### config.mk
export PLATFORM = sky130hd
export DESIGN_NAME = cond_unit_flat
export DESIGN_NICKNAME = d
export VERILOG_FILES = /design/src/rtl/cond_unit_if.sv /design/src/rtl/cond_unit.sv /design/src/flat_wrapper.sv
export SDC_FILE = /design/constraint.sdc
export NUM_CORES = 1
export LEC_CHECK = 0
export ABC_CLOCK_PERIOD_IN_PS = 2600
export BUFFER_PORTS_ARGS = -buffer_cell sky130_fd_sc_hd__buf_2
export CAP_MARGIN = 30
export CORE_UTILIZATION = 52
export CTS_CLUSTER_DIAMETER = 120
export CTS_CLUSTER_SIZE = 12
export DETAILED_ROUTE_END_ITERATION = 8
export GPL_TIMING_DRIVEN = 1
export PLACE_DENSITY_LB_ADDON = 0.3
export SKIP_LAST_GASP = 1
export SYNTH_ARGS = -nofsm -noshare
export SYNTH_HDL_FRONTEND = slang
export SYNTH_SLANG_ARGS = --single-unit
### constraint.sdc
create_clock -name clk -period 2.6 [get_ports clk]
set_input_delay 0 -clock clk [delete_from_list [all_inputs] [get_ports clk]]
set_output_delay 0 -clock clk [all_outputs]
set_load 0.01 [all_outputs]
### src/rtl/cond_unit_if.sv
// Execute-stage condition unit bundle: decoder/hazard controls in, gated controls and state out.
// The master drives the instruction side; the condition unit is the slave.
interface cond_unit_if #(
  parameter int CNT_W = 16
);
  logic             ValidE;
  logic [3:0]       CondE;
  logic [3:0]       ALUFlags;
  logic [1:0]       FlagWriteE;
  logic             RegWriteE;
  logic             MemWriteE;
  logic             PCSrcE;
  logic             StallE;
  logic             FlushE;
  logic             CondExE;
  logic             RegWriteGE;
  logic             MemWriteGE;
  logic             PCSrcGE;
  logic [3:0]       Flags;
  logic [CNT_W-1:0] SquashCnt;

  modport master (
    output ValidE, CondE, ALUFlags, FlagWriteE, RegWriteE, MemWriteE, PCSrcE, StallE, FlushE,
    input  CondExE, RegWriteGE, MemWriteGE, PCSrcGE, Flags, SquashCnt
  );

  modport slave (
    input  ValidE, CondE, ALUFlags, FlagWriteE, RegWriteE, MemWriteE, PCSrcE, StallE, FlushE,
    output CondExE, RegWriteGE, MemWriteGE, PCSrcGE, Flags, SquashCnt
  );
endinterface

### src/rtl/cond_unit.sv
// Condition unit: holds NZCV, evaluates the condition field against the registered flags,
// gates write/branch controls and counts condition-squashed instructions (saturating).
module cond_unit #(
  parameter int CNT_W = 16
) (
  input  logic        clk,
  input  logic        reset_n,
  cond_unit_if.slave  bus
);

  logic [3:0]       flags_q;
  logic [3:0]       flags_d;
  logic [CNT_W-1:0] squash_cnt_q;
  logic [CNT_W-1:0] squash_cnt_d;

  logic flag_n;
  logic flag_z;
  logic flag_c;
  logic flag_v;
  logic cond_ok;
  logic live;
  logic cond_ex;

  assign flag_n = flags_q[3];
  assign flag_z = flags_q[2];
  assign flag_c = flags_q[1];
  assign flag_v = flags_q[0];

  // Evaluated on the registered flags, so a flag-setting instruction sees the old values.
  always_comb begin
    cond_ok = 1'b0;
    case (bus.CondE)
      4'b0000: cond_ok = flag_z;
      4'b0001: cond_ok = ~flag_z;
      4'b0010: cond_ok = flag_c;
      4'b0011: cond_ok = ~flag_c;
      4'b0100: cond_ok = flag_n;
      4'b0101: cond_ok = ~flag_n;
      4'b0110: cond_ok = flag_v;
      4'b0111: cond_ok = ~flag_v;
      4'b1000: cond_ok = flag_c & ~flag_z;
      4'b1001: cond_ok = ~flag_c | flag_z;
      4'b1010: cond_ok = (flag_n == flag_v);
      4'b1011: cond_ok = (flag_n != flag_v);
      4'b1100: cond_ok = ~flag_z & (flag_n == flag_v);
      4'b1101: cond_ok = flag_z | (flag_n != flag_v);
      4'b1110: cond_ok = 1'b1;
      default: cond_ok = 1'b0;
    endcase
  end

  assign live    = bus.ValidE & ~bus.FlushE;
  assign cond_ex = live & cond_ok;

  assign bus.CondExE    = cond_ex;
  assign bus.RegWriteGE = bus.RegWriteE & cond_ex;
  assign bus.MemWriteGE = bus.MemWriteE & cond_ex;
  assign bus.PCSrcGE    = bus.PCSrcE & cond_ex;
  assign bus.Flags      = flags_q;
  assign bus.SquashCnt  = squash_cnt_q;

  always_comb begin
    flags_d = flags_q;
    if (cond_ex && !bus.StallE) begin
      if (bus.FlagWriteE[1]) flags_d[3:2] = bus.ALUFlags[3:2];
      if (bus.FlagWriteE[0]) flags_d[1:0] = bus.ALUFlags[1:0];
    end
  end

  always_comb begin
    squash_cnt_d = squash_cnt_q;
    if (live && !bus.StallE && !cond_ok && (squash_cnt_q != {CNT_W{1'b1}})) begin
      squash_cnt_d = squash_cnt_q + CNT_W'(1);
    end
  end

  always_ff @(posedge clk or negedge reset_n) begin
    if (!reset_n) begin
      flags_q      <= 4'b0000;
      squash_cnt_q <= '0;
    end else begin
      flags_q      <= flags_d;
      squash_cnt_q <= squash_cnt_d;
    end
  end

endmodule

### src/flat_wrapper.sv
// flat-port wrapper written by rule: the top's interface ports become plain ports
module cond_unit_flat 
#(
  parameter int CNT_W = 16
)
  (clk, reset_n, bus_ValidE, bus_CondE, bus_ALUFlags, bus_FlagWriteE, bus_RegWriteE, bus_MemWriteE, bus_PCSrcE, bus_StallE, bus_FlushE, bus_CondExE, bus_RegWriteGE, bus_MemWriteGE, bus_PCSrcGE, bus_Flags, bus_SquashCnt);
  cond_unit_if #(.CNT_W(CNT_W)) bus_i ();
  input  logic clk;
  input  logic reset_n;
  input wire logic [$bits(bus_i.ValidE)-1:0] bus_ValidE;
  input wire logic [$bits(bus_i.CondE)-1:0] bus_CondE;
  input wire logic [$bits(bus_i.ALUFlags)-1:0] bus_ALUFlags;
  input wire logic [$bits(bus_i.FlagWriteE)-1:0] bus_FlagWriteE;
  input wire logic [$bits(bus_i.RegWriteE)-1:0] bus_RegWriteE;
  input wire logic [$bits(bus_i.MemWriteE)-1:0] bus_MemWriteE;
  input wire logic [$bits(bus_i.PCSrcE)-1:0] bus_PCSrcE;
  input wire logic [$bits(bus_i.StallE)-1:0] bus_StallE;
  input wire logic [$bits(bus_i.FlushE)-1:0] bus_FlushE;
  output wire logic [$bits(bus_i.CondExE)-1:0] bus_CondExE;
  output wire logic [$bits(bus_i.RegWriteGE)-1:0] bus_RegWriteGE;
  output wire logic [$bits(bus_i.MemWriteGE)-1:0] bus_MemWriteGE;
  output wire logic [$bits(bus_i.PCSrcGE)-1:0] bus_PCSrcGE;
  output wire logic [$bits(bus_i.Flags)-1:0] bus_Flags;
  output wire logic [$bits(bus_i.SquashCnt)-1:0] bus_SquashCnt;
  assign bus_i.ValidE = bus_ValidE;
  assign bus_i.CondE = bus_CondE;
  assign bus_i.ALUFlags = bus_ALUFlags;
  assign bus_i.FlagWriteE = bus_FlagWriteE;
  assign bus_i.RegWriteE = bus_RegWriteE;
  assign bus_i.MemWriteE = bus_MemWriteE;
  assign bus_i.PCSrcE = bus_PCSrcE;
  assign bus_i.StallE = bus_StallE;
  assign bus_i.FlushE = bus_FlushE;
  assign bus_CondExE = bus_i.CondExE;
  assign bus_RegWriteGE = bus_i.RegWriteGE;
  assign bus_MemWriteGE = bus_i.MemWriteGE;
  assign bus_PCSrcGE = bus_i.PCSrcGE;
  assign bus_Flags = bus_i.Flags;
  assign bus_SquashCnt = bus_i.SquashCnt;
  cond_unit #(.CNT_W(CNT_W)) u_core (.clk(clk), .reset_n(reset_n), .bus(bus_i));
endmodule
* After elaboration in Yosys (flattened, before gate mapping) *
Index checks and enable logic that the tools add are counted.

operators by class
  add/sub/neg operators = 1
  equality and inequality tests = 17
  muxes and demuxes = 1
  bitwise gates (word level) = 14
  reductions and logical operators = 9

operators by type and width
  kind                                                              number
  4-bit == test (second input constant)                             7
  16-bit by 1-bit adder with 16-bit output (second input constant)  1
  4-bit by 3-bit == test with 1-bit output (second input constant)  4
  16-bit != test (second input constant)                            1
  1-bit case mux with 15 select lines                               1
  4-bit by 2-bit == test with 1-bit output (second input constant)  2
  1-bit AND                                                         7
  1-bit inverter                                                    5
  4-bit by 1-bit == test with 1-bit output (second input constant)  1
  1-bit logical AND                                                 4
  4-bit zero test                                                   1
  2-bit AND reduction                                               2
  1-bit zero test                                                   2
  1-bit bitwise OR                                                  2
  1-bit == test                                                     1
  1-bit != test                                                     1

storage, ports and cells
  register bits after elaboration = 20
  word-level logic and storage cells = 45

* Depth between registers and ports, before layout *
Gate-level depths: netlist of the first run.

  depth in word-level cells = 6
  mapped depth = 9
  gate-level depth less buffers = 7

* Least setup slack after synthesis of the first run *
No wires, ideal clock.

  kind = reg-to-reg
  from = reg u_core.flags_q[3] (netlist: u_core.bus.Flags[3])
  to = reg u_core.squash_cnt_q[8] (netlist: u_core.bus.SquashCnt[8])
  data arrival time = 1.709 ns
  required time = 2.473 ns
  slack = 0.764 ns
  stages on the path, launching flop included = 9
  path buffers = 2
  period minus slack after synthesis = 1.836 ns
  cell sequence = dfrtp_1 > xnor2_1 > and3_1 > o311ai_2 > and4_1 > buf_6 > buf_8 > nand3_1 > xnor2_1

between the ends
  cells in the longest elaborated chain, start to end = 6

RTL lines
  item                                            RTL line                          RTL
  start: declaration                              cond_unit.sv:11                   logic [3:0] flags_q;
  start signal: assignment                        cond_unit.sv:82                   flags_q <= flags_d;
  1-bit != test or 1-bit == test (tied branches)  -
  1-bit bitwise OR or 1-bit AND (tied branches)   cond_unit.sv:46, cond_unit.sv:45
  1-bit case mux with 15 select lines *           cond_unit.sv:32                   case (bus.CondE)
  1-bit zero test *                               cond_unit.sv:72                   if (live && !bus.StallE && !cond_ok && (squash_cnt_q != {CNT_W{1'b1}})) begin
  1-bit logical AND * (2 in series)               cond_unit.sv:72
  end signal: assignment                          cond_unit.sv:83                   squash_cnt_q <= squash_cnt_d;
  end: declaration                                cond_unit.sv:13                   logic [CNT_W-1:0] squash_cnt_q;

Mark *: on every way between the ends. The rest lies on a longest branch, timed or not.
A chain may end at the register's enable or synchronous reset.

* Final worst setup path of the first run *
  from = reg u_core.flags_q[1] (netlist: u_core.bus.Flags[1])
  to = reg u_core.squash_cnt_q[3] (netlist: u_core.bus.SquashCnt[3])

between the ends
  cells in the longest elaborated chain, start to end = 6

RTL lines
  item                                   RTL line                          RTL
  1-bit inverter                         cond_unit.sv:36, cond_unit.sv:42
  1-bit bitwise OR                       cond_unit.sv:42                   4'b1001: cond_ok = ~flag_c | flag_z;
  1-bit case mux with 15 select lines *  cond_unit.sv:32
  1-bit zero test *                      cond_unit.sv:72
  1-bit logical AND * (2 in series)      cond_unit.sv:72

Marked as above.

==> flow_summary.yaml, run 1 <==
final_layout:
  post-route-util_pct: 71.6
  register_area_um2: 500
  finalNetCount: 181
  multiInputGateArea_um2: 633
  drive_above_1_share_pct: 32.9
  fillers: 164
  antennaDiodeCount: 0
  area_growth_pct: 24.4
timing:
  rsz0062_at_grt: "false"
  relSlewSlack_pct: 64.0
  finalSetupTns_ns: 0
  slew_violations: 0
  worst_hold_slack_ns: 0.0838
  max_freq_mhz: 448
  tightest_slew_ns: 0.540
  hold_viol: 0
  finClkSkew_ns: 0.000843
  period_share_pct: 85.8
  finalSetupViolations: 0
  post-route-min-period_ns: 2.23
synth:
  seq_area_frac_synth_pct: 42.6
  synth.distinct_cells: 39
  synth_cells: 115
  yosysWarningCount: 0
  syn_area_um2: 1180
  ys_top_cells_by_count: "dfrtp_1 (20), xnor2_1 (14), nand3_1 (11), nand2_1 (9)"
  syn_nets: 134
  synth_top_area_share_pct: 42.6
  ys_ff_latch: 20
  synth_edf_count: 0
  synth.most_common_cell: "dfrtp_1"
  synth_ff_type: "dfrtp_1"
  synthTopCellsByArea: "dfrtp_1 (43%), xnor2_1 (10%), nand3_1 (4.7%), mux2_2 (3.8%), and3_1 (3.7%)"
  async_reset_ff_share_pct: 100
  avgSynthCellArea_um2: 10.2
  synth_top_cell_by_area: "dfrtp_1"
clocking:
  clock_latency_ns: 0.30
  cts_resized: 0
  cts_buffers: 3
  cts_max_level: 1
  root_buffer: "clkbuf_4"
  clockBufferDepth: 2
  cts_sinks: 20
  clk_pin_slew_ns: 0.12
  postCtsSetupRepairBufs: 0
  holdBufCountCts: 5
  cts_tree: "built"
setup_path:
  crit_fanout: 16
  startpoint: "u_core.bus.Flags[1]$_DFFE_PN0P_"
  r2r_slack_ns: 0.37
  worstPathRequired_ns: 2.84
  arrival_ns: 2.47
  crit_type: "flip-flop to flip-flop"
  cp-start-kind: "flip-flop"
  r2r-start: "u_core.bus.Flags[1]$_DFFE_PN0P_"
  end_kind: "flip-flop"
place:
  routabilityCongestion: 0.824
  port_buffers: 41
  dp_hpwl_um: 1800
grt:
  grt_overflow: 0
  grt_pass1_wl_um: 4530
  grt_start_max_net_pins: 21
  grt_usage_pct: 23.5
  antenna_found_initial: 0
  grt_pass1_vias: 995
floorplan:
  dieHeight_um: 49.6
  rows: 16
  dieArea_um2: 2460
  initial_utilization_pct: 57.6
  io_pins: 42
  core_area_um2: 2040
  die_w_um: 49.6
min_path:
  hold_start: "bus_FlagWriteE[1]"
  hp-class: "input pin to flip-flop"
detailed_routing:
  drc: 0
  top_layer_used: "met3"
  first_iter_violations: 14
  wire_per_inst_um: 13.6
  drt_pass1_iterations: 4
  wl_met1_um: 1190
  wl_met2_um: 1250
  vias: 1041
  drt-vias-per-instance: 5.54
  drt-total-wl_um: 2550
  wl_met3_um: 113
  antenna_left: 0
power_and_ir_drop:
  p_per_area_nw_per_um2: 641
  power.leakage_nw: 0.721
  peakVddDrop_mv: 0.443
  power_uw: 938
job:
  drv_cap: 0
status:
  status: "completed"
==> final timing paths <==
kind | end | depth (start not counted)
max | u_core.bus.SquashCnt[3]$_DFFE_PN0P_ | 6
min | u_core.bus.Flags[2]$_DFFE_PN0P_ | 3
max reg2reg | u_core.bus.SquashCnt[3]$_DFFE_PN0P_ | 6
min reg2reg | u_core.bus.SquashCnt[15]$_DFFE_PN0P_ | 1
max in group asynchronous | u_core.bus.Flags[1]$_DFFE_PN0P_ | 2
min in group asynchronous | u_core.bus.SquashCnt[13]$_DFFE_PN0P_ | 2
==> cell families (layout without fill, tap and decap cells) <==
family | count (synthesis) | count (layout) | share of synthesized area [%]
compound gates | 9 | 9 | 6.17
xor+xnor | 17 | 17 | 13.3
fa+ha+maj | 1 | 1 | 1.06
buf+inv | 5 | 51 | 3.62
flops | 20 | 20 | 42.6
mux | 7 | 7 | 6.49
simple gates | 56 | 56 | 26.8
==> power by group <==
group / switching, mW / internal [mW] / total, mW
Clock: 0.0984 / 0.0853 / 0.184
Combinational: 0.145 / 0.150 / 0.295
Sequential: 0.0933 / 0.366 / 0.459
Total: 0.337 / 0.601 / 0.938
==> final cells by class <==
type                       count  area share, %
multi-input combinational     90           43.3
sequential                    20           34.2
timing repair buffer          46           17.5
clock buffer                   4           2.48
tap                           27           2.31
inverter                       1          0.257
==> metal layers <==
layer / vias to the layer above / GRT usage [%]
met5: - / 0
met1: 511 / 31.2
met3: 0 / 2.78
met4: 0 / 5.71
met2: 28 / 40.5
li1: 502 / -
==> flip-flops by register name (all words and copies together) (netlist names) <==
register and count:
u_core.bus.SquashCnt 16, u_core.bus.Flags 4
==> critical path: stages (launching register included) <==
cell     delay (ns)
dfrtp_1        0.45
and3b_1        0.22
a211o_1        0.27
a22oi_1        0.21
and4_1         0.58
and4_4         0.31
xor2_2         0.12
==> cell usage in the layout, fill, tap and decap left out, drive strengths merged <==
cell type / count
a21o: 1
or3b: 1
nor3b: 1
a31oi: 1
o311ai: 1
o32ai: 1
and4: 2
nor2b: 2
o21ai: 1
mux2: 5
dlygate4sd3: 5
nand2b: 4
mux2i: 2
dfrtp: 20
nor3: 1
o21a: 1
and3b: 1
ha: 1
and2: 2
clkbuf: 4
nand4: 7
nand3: 11
nand3b: 1
and3: 7
a22oi: 1
a21oi: 1
nor2: 6
a211o: 1
buf: 41
xor2: 3
xnor2: 14
or3: 1
nand2: 9
inv: 1
==> per-stage QoR <==
| step | cell area, um^2 | std cells | setup WS (ns) |
|---|---|---|---|
| 6_report | 1460 | 188 | 0.370 |
| 2_1_floorplan | 1180 | 115 | 0.764 |
| 5_1_grt | 1460 | 188 | 0.242 |
| 3_5_place_dp | 1380 | 179 | 0.421 |
| 3_3_place_gp | 1380 | 179 | 0.492 |
| 4_1_cts | 1460 | 188 | 0.399 |
No activity file was read; power rests on OpenSTA's default activity.
==> run 2, diff against run 1 <==
Settings changed: PLACE_DENSITY set to 0.89, PLACE_DENSITY_LB_ADDON 0.3 to not set.
==> run 2 against run 1 <==
  * First-iteration DRC count grew 71%
  * Worst hold slack gained 0.0036 ns
  * Die area is the same
  * Clock skew grew 0.0063 ns
  * Critical endpoint unchanged
  * Sequential power is essentially flat
  * Critical path depth is the same
  * Largest cell class unchanged
  * Non-clock buffer count is the same
  * Largest power group unchanged
  * Sequential share of layout area is the same
  * Register-to-register slack lost 0.03 ns
==> flow_summary.yaml, run 2 (same netlist as run 1, synthesis figures left out) <==
final_layout:
  most-common-layout-cells: "buf_2 (41), dfrtp_1 (20), xnor2_1 (14), nand3_1 (11), nand2_1 (9)"
  fillers: 165
  area_growth_pct: 24.4
  antennaDiodeCount: 0
  drive_above_1_share_pct: 32.9
  fin_area_um2: 1460
  largest_reg_flops: 16
  finalNetCount: 181
  layout_commonest_cell: "buf_2"
power_and_ir_drop:
  clock_power_share_pct: 18.7
  power.leakage_nw: 0.721
  p_sw_share_pct: 35.1
  p_seq_share_pct: 49.2
  p_per_area_nw_per_um2: 634
  comb_power_share_pct: 32.2
  p_sw_uw: 326
  p_int_uw: 601
  peakVddDrop_mv: 0.529
floorplan:
  initial_utilization_pct: 57.6
  dieHeight_um: 49.6
  die_w_um: 49.6
  dieArea_um2: 2460
  io_pins: 42
  core_area_um2: 2040
  rows: 16
detailed_routing:
  drc: 0
  vias: 1031
  drt_pass1_iterations: 4
  antenna_left: 0
  wire_per_inst_um: 13.6
  first_iter_violations: 24
  drt-vias-per-instance: 5.48
  drt-total-wl_um: 2560
place:
  routabilityCongestion: 0.940
  dp_hpwl_um: 1940
  port_buffers: 41
  placed_cell_area_um2: 1380
clocking:
  clk_pin_slew_ns: 0.10
  cts_max_level: 1
  clockBufferDepth: 2
  cts_sinks: 20
  cts_tree: "built"
  root_buffer: "clkbuf_4"
  clock_latency_ns: 0.29
  cts_buffers: 3
job:
  drv_cap: 0
grt:
  grt_overflow: 0
  antenna_found_initial: 0
  grt_start_max_net_pins: 21
  grt_pass1_wl_um: 4240
  grt_pass1_vias: 979
  grt_usage_pct: 22.7
timing:
  hold_viol: 0
  finalSetupViolations: 0
  finalSetupTns_ns: 0
  slew_violations: 0
  period_share_pct: 86.8
  tightest_slew_ns: 0.538
  rsz0062_at_grt: "false"
  relSlewSlack_pct: 64.1
  post-route-min-period_ns: 2.26
  finClkSkew_ns: 0.00717
  max_freq_mhz: 443
status:
  status: "completed"
setup_path:
  end_kind: "flip-flop"
  cp_slowest_cell: "and4_1"
  cp-start-kind: "flip-flop"
  crit_fanout: 16
  crit_chain: "mux2i_1 -> a211o_1 -> a22oi_1 -> and4_1 -> and4_4 -> xor2_2"
  slowest_delay_ns: 0.58
  crit_type: "flip-flop to flip-flop"
  arrival_ns: 2.47
  worstPathRequired_ns: 2.82
min_path:
  hp-class: "input pin to flip-flop"
[run 2: cell counts in the layout (fill, tap and decap cells not counted)]
Identical to the previous run, type by type.
[run 2: path summary, 6_finish.rpt]
check | from | endpoint | slack, ns | cells past startpoint
worst max-delay path | u_core.bus.Flags[2]$_DFFE_PN0P_ | u_core.bus.SquashCnt[3]$_DFFE_PN0P_ | 0.34 | 6
worst min-delay path | bus_FlagWriteE[1] | u_core.bus.Flags[2]$_DFFE_PN0P_ | 0.09 | 3
worst max register to register | u_core.bus.Flags[2]$_DFFE_PN0P_ | u_core.bus.SquashCnt[3]$_DFFE_PN0P_ | 0.34 | 6
worst min register to register | u_core.bus.SquashCnt[15]$_DFFE_PN0P_ | u_core.bus.SquashCnt[15]$_DFFE_PN0P_ | 0.49 | 1
max in group asynchronous | reset_n | u_core.bus.SquashCnt[5]$_DFFE_PN0P_ | 2.12 | 2
min in group asynchronous | reset_n | u_core.bus.SquashCnt[10]$_DFFE_PN0P_ | 0.17 | 2
[run 2: final cells by class]
type | instances | area [um^2] | area share, %
Clock buffer | 4 | 36.3 | 2.48
Inverter | 1 | 3.75 | 0.257
Sequential cell | 20 | 500 | 34.2
Tap cell | 27 | 33.8 | 2.31
Timing Repair Buffer | 46 | 255 | 17.5
Multi-Input combinational cell | 90 | 633 | 43.3
[run 2: stage by stage]
step | total power, mW | hold slack (ns) | util, % | std cells | worst slack [ns]
2_1_floorplan | 0.633 | -0.296 | - | 115 | 0.764
3_3_place_gp | 0.733 | -0.0414 | 67.4 | 179 | 0.510
3_5_place_dp | 0.753 | -0.0344 | 67.4 | 179 | 0.373
4_1_cts | 0.934 | 0.0729 | 71.6 | 188 | 0.333
5_1_grt | 0.986 | 0.0769 | 71.6 | 188 | 0.216
6_report | 0.927 | 0.0874 | 71.6 | 188 | 0.344
[run 2: critical path, delay by kind of cell, from the launching register on]
family,cells,cell delay [ns]
compound gates,2,0.54
xor+xnor,1,0.14
flops,1,0.47
mux,1,0.14
simple gates,2,0.90
[run 2: timing repair]
item	in CTS	in global routing
endpoints found under the hold margin	24	0
gates resized for setup	0	0
buffers inserted	0	0
hold buffers	5	0
[run 2: power groups by stage]
stage | Clock (mW) | Combinational (mW) | Sequential [mW]
after floorplan | 0 | 0.161 | 0.472
after global placement | 0 | 0.280 | 0.453
after detailed placement | 0 | 0.293 | 0.459
after CTS | 0.179 | 0.300 | 0.454
after global routing | 0.193 | 0.327 | 0.466
final | 0.173 | 0.298 | 0.456
[run 2: metal layers]
layer	part of all wire, %	global-route usage (%)	routed length (um)
met5	0	0	0
met4	2.3	11.0	59
met3	5.4	3.09	137
met2	48	36.9	1230
met1	44	29.8	1130
